File: config.mk
export PLATFORM = sky130hd
export DESIGN_NAME = cordic_vectoring
export DESIGN_NICKNAME = d
export VERILOG_FILES = /design/src/rtl/cordic_vectoring.sv
export SDC_FILE = /design/constraint.sdc
export NUM_CORES = 2
export LEC_CHECK = 0
export ABC_AREA = 1
export BUFFER_PORTS_ARGS = -buffer_cell sky130_fd_sc_hd__buf_2
export CAP_MARGIN = 15
export CORE_MARGIN = 4
export CORE_UTILIZATION = 51
export DETAILED_ROUTE_END_ITERATION = 7
export GPL_TIMING_DRIVEN = 0
export PLACE_DENSITY = 0.67
export SYNTH_ARGS = -nofsm -noshare
export SYNTH_HDL_FRONTEND = slang
export SYNTH_SLANG_ARGS = --single-unit
File: constraint.sdc
create_clock -name clk -period 39.8 [get_ports clk]
set_input_delay 9.95 -clock clk [delete_from_list [all_inputs] [get_ports clk]]
set_output_delay 9.95 -clock clk [all_outputs]
set_load 0.01 [all_outputs]
File: src/rtl/cordic_vectoring.sv
// Fully pipelined vectoring-mode CORDIC: signed (re, im) -> magnitude and 16-bit phase.
// Accepts one sample per clock with a fixed latency of ITER+2 cycles and no backpressure.
module cordic_vectoring #(
    parameter int ITER = 14,  // legal range 8..14
    parameter int FRAC = 4
) (
    input  logic               clk,
    input  logic               rst,
    input  logic               in_valid,
    input  logic signed [13:0] re_in,
    input  logic signed [13:0] im_in,
    output logic               out_valid,
    output logic        [14:0] mag_out,
    output logic        [15:0] arg_out
);
    localparam int W       = 16 + FRAC;
    localparam int PW      = W + 17;
    localparam int LATENCY = ITER + 2;

    localparam logic [15:0] ATAN [0:13] = '{
        16'd8192, 16'd4836, 16'd2555, 16'd1297, 16'd651, 16'd326, 16'd163,
        16'd81,   16'd41,   16'd20,   16'd10,   16'd5,   16'd3,   16'd1
    };

    localparam logic signed [PW-1:0] INV_GAIN = PW'(39797);
    localparam logic signed [PW-1:0] ROUND    = PW'(1) <<< (15 + FRAC);
    localparam logic signed [PW-1:0] MAG_MAX  = PW'(32767);

    logic signed [W-1:0] r_x    [0:ITER];
    logic signed [W-1:0] r_y    [0:ITER];
    logic        [15:0]  r_z    [0:ITER];
    logic                r_zero [0:ITER];
    logic [LATENCY-1:0]  r_vld;

    logic signed [W-1:0]  w_re;
    logic signed [W-1:0]  w_im;
    logic                 w_zero;
    logic signed [PW-1:0] w_prod;
    logic signed [PW-1:0] w_scaled;
    logic        [14:0]   w_mag;

    // Two spare sign bits above the input keep the negated -8192 representable.
    assign w_re   = {{(W-14-FRAC){re_in[13]}}, re_in, {FRAC{1'b0}}};
    assign w_im   = {{(W-14-FRAC){im_in[13]}}, im_in, {FRAC{1'b0}}};
    assign w_zero = (re_in == '0) && (im_in == '0);

    // NOTE: the data arrays are reset too, not only r_vld, so every output is 0 straight after reset.
    always_ff @(posedge clk or posedge rst) begin
        if (rst) begin
            for (int i = 0; i <= ITER; i++) begin
                r_x[i]    <= '0;
                r_y[i]    <= '0;
                r_z[i]    <= '0;
                r_zero[i] <= 1'b0;
            end
        end else begin
            // NOTE: non-blocking assignments make each stage read the previous stage's pre-edge value.
            if (re_in[13]) begin
                r_x[0] <= -w_re;
                r_y[0] <= -w_im;
                r_z[0] <= 16'd32768;
            end else begin
                r_x[0] <= w_re;
                r_y[0] <= w_im;
                r_z[0] <= 16'd0;
            end
            r_zero[0] <= w_zero;

            for (int i = 0; i < ITER; i++) begin
                if (r_y[i][W-1]) begin
                    r_x[i+1] <= r_x[i] - (r_y[i] >>> i);
                    r_y[i+1] <= r_y[i] + (r_x[i] >>> i);
                    r_z[i+1] <= r_z[i] - ATAN[i];
                end else begin
                    r_x[i+1] <= r_x[i] + (r_y[i] >>> i);
                    r_y[i+1] <= r_y[i] - (r_x[i] >>> i);
                    r_z[i+1] <= r_z[i] + ATAN[i];
                end
                r_zero[i+1] <= r_zero[i];
            end
        end
    end

    // Gain compensation by 1/K ~= 39797 / 2^16, rounded half-up and saturated.
    assign w_prod   = PW'(r_x[ITER]) * INV_GAIN + ROUND;
    assign w_scaled = w_prod >>> (16 + FRAC);

    // NOTE: w_mag is assigned first on every path so no latch is inferred.
    always_comb begin
        w_mag = w_scaled[14:0];
        if (w_scaled[PW-1]) begin
            w_mag = '0;
        end else if (w_scaled > MAG_MAX) begin
            w_mag = 15'h7FFF;
        end
    end

    always_ff @(posedge clk or posedge rst) begin
        if (rst) begin
            r_vld   <= '0;
            mag_out <= '0;
            arg_out <= '0;
        end else begin
            r_vld <= {r_vld[LATENCY-2:0], in_valid};
            if (r_zero[ITER]) begin
                mag_out <= '0;
                arg_out <= '0;
            end else begin
                mag_out <= w_mag;
                arg_out <= r_z[ITER];
            end
        end
    end

    assign out_valid = r_vld[LATENCY-1];

endmodule
# Word-level counts from Yosys, hierarchy flattened
# Index checks and enable logic that the tools add are counted.
[classes]
add_sub_neg = 84
mul = 1
n_div = 0
magnitude_cmp = 1
n_eq_ne = 0
shifts = 0
mux = 48
n_bitwise = 0
n_reduce_logical = 3
[ops]
columns = ["cell", "count"]
rows = [
  ["$mux W20", 29],
  ["$mux W16", 16],
  ["$mux W15", 3],
  ["$add A20 B10 Y20", 2],
  ["$add A20 B11 Y20", 2],
  ["$add A20 B12 Y20", 2],
  ["$add A20 B13 Y20", 2],
  ["$add A20 B14 Y20", 2],
  ["$add A20 B15 Y20", 2],
  ["$add A20 B16 Y20", 2],
  ["$add A20 B17 Y20", 2],
  ["$add A20 B18 Y20", 2],
  ["$add A20 B19 Y20", 2],
  ["$add A20 B8 Y20", 2],
  ["$add A20 B9 Y20", 2],
  ["$neg A18 Y20", 2],
  ["$sub A20 B10 Y20", 2],
  ["$sub A20 B11 Y20", 2],
  ["$sub A20 B12 Y20", 2],
  ["$sub A20 B13 Y20", 2],
  ["$sub A20 B14 Y20", 2],
  ["$sub A20 B15 Y20", 2],
  ["$sub A20 B16 Y20", 2],
  ["$sub A20 B17 Y20", 2],
  ["other kinds (41)", 47],
]
[word_totals]
register_bits = 882
latch_bits = 0
ram_bits = 0
mem_bits_ro = 0
input_bits = 31
out_inout_bits = 32
word_cells = 199
mem_count = 0

# Longest topological paths before layout
[logic_depth]
depth_word = 6
ltp_mapped = 28
ltp_nobuf = 27

# Worst setup path after synthesis
# OpenSTA, ideal clock, no wires.
[synth_timing]
path_type = "input -> register"
from = "input port im_in[0]"
to = "register r_y[296] (netlist name)"
setup_time_ps = 80
arrival_ps = 11062
t_required_ps = 39720
slack_ps = 28658
path_stages = 9
path_buffers = 0
cell_sequence = "inv_1 ha_1 inv_1 nor3_1 nand2_1 nor4_1 inv_1 o21ai_0 xnor2_1"
[synth_between]
elab_chain_len = 2
[synth_lines]
columns = ["element", "line", "rtl"]
rows = [
  ["from (decl)", "11", "input logic signed [13:0] im_in,"],
  ["$neg A18 Y20", "60", "r_y[0] <= -w_im;"],
  ["$mux W20", "58", "if (re_in[13]) begin"],
  ["to (signal, indexed assignment)", "72", "r_y[i+1] <= r_y[i] + (r_x[i] >>> i);"],
  ["to (signal, indexed assignment)", "76", "r_y[i+1] <= r_y[i] - (r_x[i] >>> i);"],
  ["to (decl)", "30", "logic signed [W-1:0] r_y [0:ITER];"],
]
# Every way passes these cells.

==> impl_results.md <==
- Crit path max fanout: 117
- Vias in the first global route: 56,400
- Chip height: 374 µm
- CTS tree: built
- GPL Wtd Cong: 0.940
- Total gr overflow: 0
- Most frequent CP cell: buf_16
- Total iterations of the first detailed-routing run: 6
- Flop2flop setup slack: 33.59 ns
- Average size of a mapped cell: 8.12 µm²
- # DRC: 0
- GRT Overall Usage: 25.2%
- Critical Path AT: 12.38 ns
- FF/Latch Area: 20,100 µm²
- Hold Fails Final Rpt: 0
- Synthesized instance count: 8,407
- First-pass GRT wire length: 289,000 µm
- Initial core utilization: 51.7%
- Post-synth EDFFs: 0
- Part of the cycle the worst path needs: 29.0%
- Worst Skew: 0.0255 ns
- Yosys warnings: 0
- WP data required: 40.65 ns
- Fillers: 12,300
- Largest net degree at the start of global routing: 137
- Vias per cell: 5.45
- CTS hold repair buffers: 0
- Critical path launch point type: input port
- Post-route cell area: 74,400 µm²
- Top cell family by delay on the critical path: buffers and inverters
- Die span in x: 374 µm
- IO Pins: 63
- CP Cell Sequence: buf_2 -> inv_8 -> buf_16 -> buf_16 -> buf_16 -> buf_16
- H-tree depth: 3
- Status: finished clean
- Synth unique cells: 63
- Top cell type's share of synthesized area: 29.4%
- Commonest non-fill, non-tap cells in the layout: nand2_1 (1,345), inv_1 (1,116), ha_1 (855)
- Fin. max-slew vios: 0
- Multi-input gate area: 43,600 µm²
- Antenna diode count: 0
- # nets final: 9,642
- Place WS: 27.35 ns
- Synth Cell Area: 68,300 µm²
- Worst stage delay on the critical path: 0.44 ns
- Initial DRC count: 3,355
- RSZ-0062 raised after global routing: false
- Worst hold start: r_z[80]
- Longest Clk Path Bufs: 3
- Num CTS Buffers: 95
- Max Cap Viol: 0
- Die ar.: 140,000 µm²
- Routed WL: 177,000 µm
- Initial antenna violation count: 1
- Hpwl dp: 147,000 µm
- Asr flop ratio synth: 100%
- CP Buf/Inv Count: 6
- Synth-to-layout area growth: 8.94%
- Core area: 132,000 µm²
- R2R depth: 21
- Max frequency: 86.7 MHz
- Synth area leaders: dfrtp_1 (29%), ha_1 (16%), xor2_1 (8.3%)
- Setup violations, final: 0
- Ys flop type: dfrtp_1
- Reg-to-Reg End: mag_out[12]
- Post-cts sizing count: 0
- Seq cells post-synth: 802
- HP Class: reg2reg
- FP Rows: 133
- Critical-path top delay cell: buf_16
- Commonest non-fill, non-tap cell in the layout: nand2_1
- Routed vias: 56,800
- Post-CTS setup repair buffer count: 0
- Clk Latency, worst-skew pair: 0.72 ns
- Final worst path period need: 11.53 ns
- Crit Path Class: in2async
- Root Buffer: clkbuf_16
- Clock transition at path regs: 0.06 ns
- R2R Path Start: r_x[19]
- Fin Hold WS: 0.345 ns
- Yosys top cell by area: dfrtp_1
- Sink of the worst hold path: r_z[64]
- Post-route antenna net violation count: 0
- Hold path depth: 0
- Buffers on Ports: 62
- Clock Sinks: 802
- Cell Area, Placed: 71,000 µm²
- CP Capture Type: async pin
- Layout cells sized above 1: 4.51%
- WL/cell: 17.0 µm
- Final setup margin: 28.27 ns
- Slew HR: 24.5%
- Worst-margin pin slew: 1.13 ns
- Seq/Total Area, Yosys: 29.4%
cell usage after synthesis, types with 7 or more instances:
cell type and n:
inv_1 1117, o2111a_1 7, nor3_1 171, o21ai_1 44, nor4_1 44, nand2_1 1345, clkbuf_1 42, nor2_2 16
and3_1 23, nand4_1 84, a21boi_0 27, ha_1 855, o21a_1 16, nand3b_1 14, nand2_2 13, a31oi_1 62
xnor2_1 262, a21o_1 54, o211ai_1 64, dfrtp_1 802, or2_2 19, nor3_2 9, clkinv_1 10, buf_1 7
nor4_2 14, inv_2 14, buf_2 15, o21ai_2 31, xor2_1 644, nor2_1 649, o21bai_1 42, nand3_1 314
fa_1 182, a211oi_1 9, o31ai_1 59, a21oi_1 777, o21ai_0 494
registers in the layout, summed over array words and instances, names as in the netlist:
name,cells
r_zero,15
r_vld,16
r_x,286
mag_out,15
r_z,200
arg_out,16
r_y,254
cell families after synthesis:
family / count (synthesis) / synth area share [%]
compound gates: 1719 / 14.1
flops: 802 / 29.4
mux: 1 / 0.0147
fa+ha+maj: 1037 / 21.0
xor+xnor: 906 / 11.6
other cells: 2 / 0.0110
simple gates: 2730 / 17.1
buf+inv: 1210 / 6.73
per-layer routing:
metal | part of all wire [%] | track usage (%) | routed length, µm
met3 | 3.9 | 2.46 | 6890
met2 | 49 | 44.4 | 86600
met5 | 0 | 0 | 0
met1 | 43 | 31.8 | 76300
met4 | 4.2 | 9.73 | 7420
how the worst max path moves through the flow:
stage	startpoint	to	slack, ns	depth (start not counted)
after detailed placement	rst	r_z[29]	27.35	6
after global placement	rst	r_z[29]	-0.02	2
after CTS	rst	r_z[27]	28.13	6
after global routing	rst	r_z[27]	27.83	6
final	rst	r_z[29]	28.27	6
after floorplan	rst	arg_out[0]	7.33	1
stage by stage:
step           TNS (ns)  instances  util [%]
2_1_floorplan         0       8408         -
3_3_place_gp      -2.06      10200      53.6
3_5_place_dp          0      10200      53.7
4_1_cts               0      10400      56.3
5_1_grt               0      10400      56.3
6_report              0      10400      56.3
worst reg2reg max path: cells and delay by family, from the launching register on:
family	cells	cell delay [ns]
AOI/OAI and AO/OA	4	0.83
buffers and inverters	4	0.45
and+or+nand+nor	6	0.45
DFF	1	1.08
adders and majority gates	7	3.27
area by class of cell:
class                   count  share of cell area (%)
multi-input cells        6396                    58.6
flip-flops and latches    802                    27.0
inverters                1141                    5.77
clock buffers             119                    3.55
well taps                1755                    2.95
clock inverters            57                    1.02
repair buffers             69                   0.676
plain buffers              69                   0.421
Power is not shown: default switching activity piles up to over one toggle a cycle in this logic, so the estimate is an artifact.
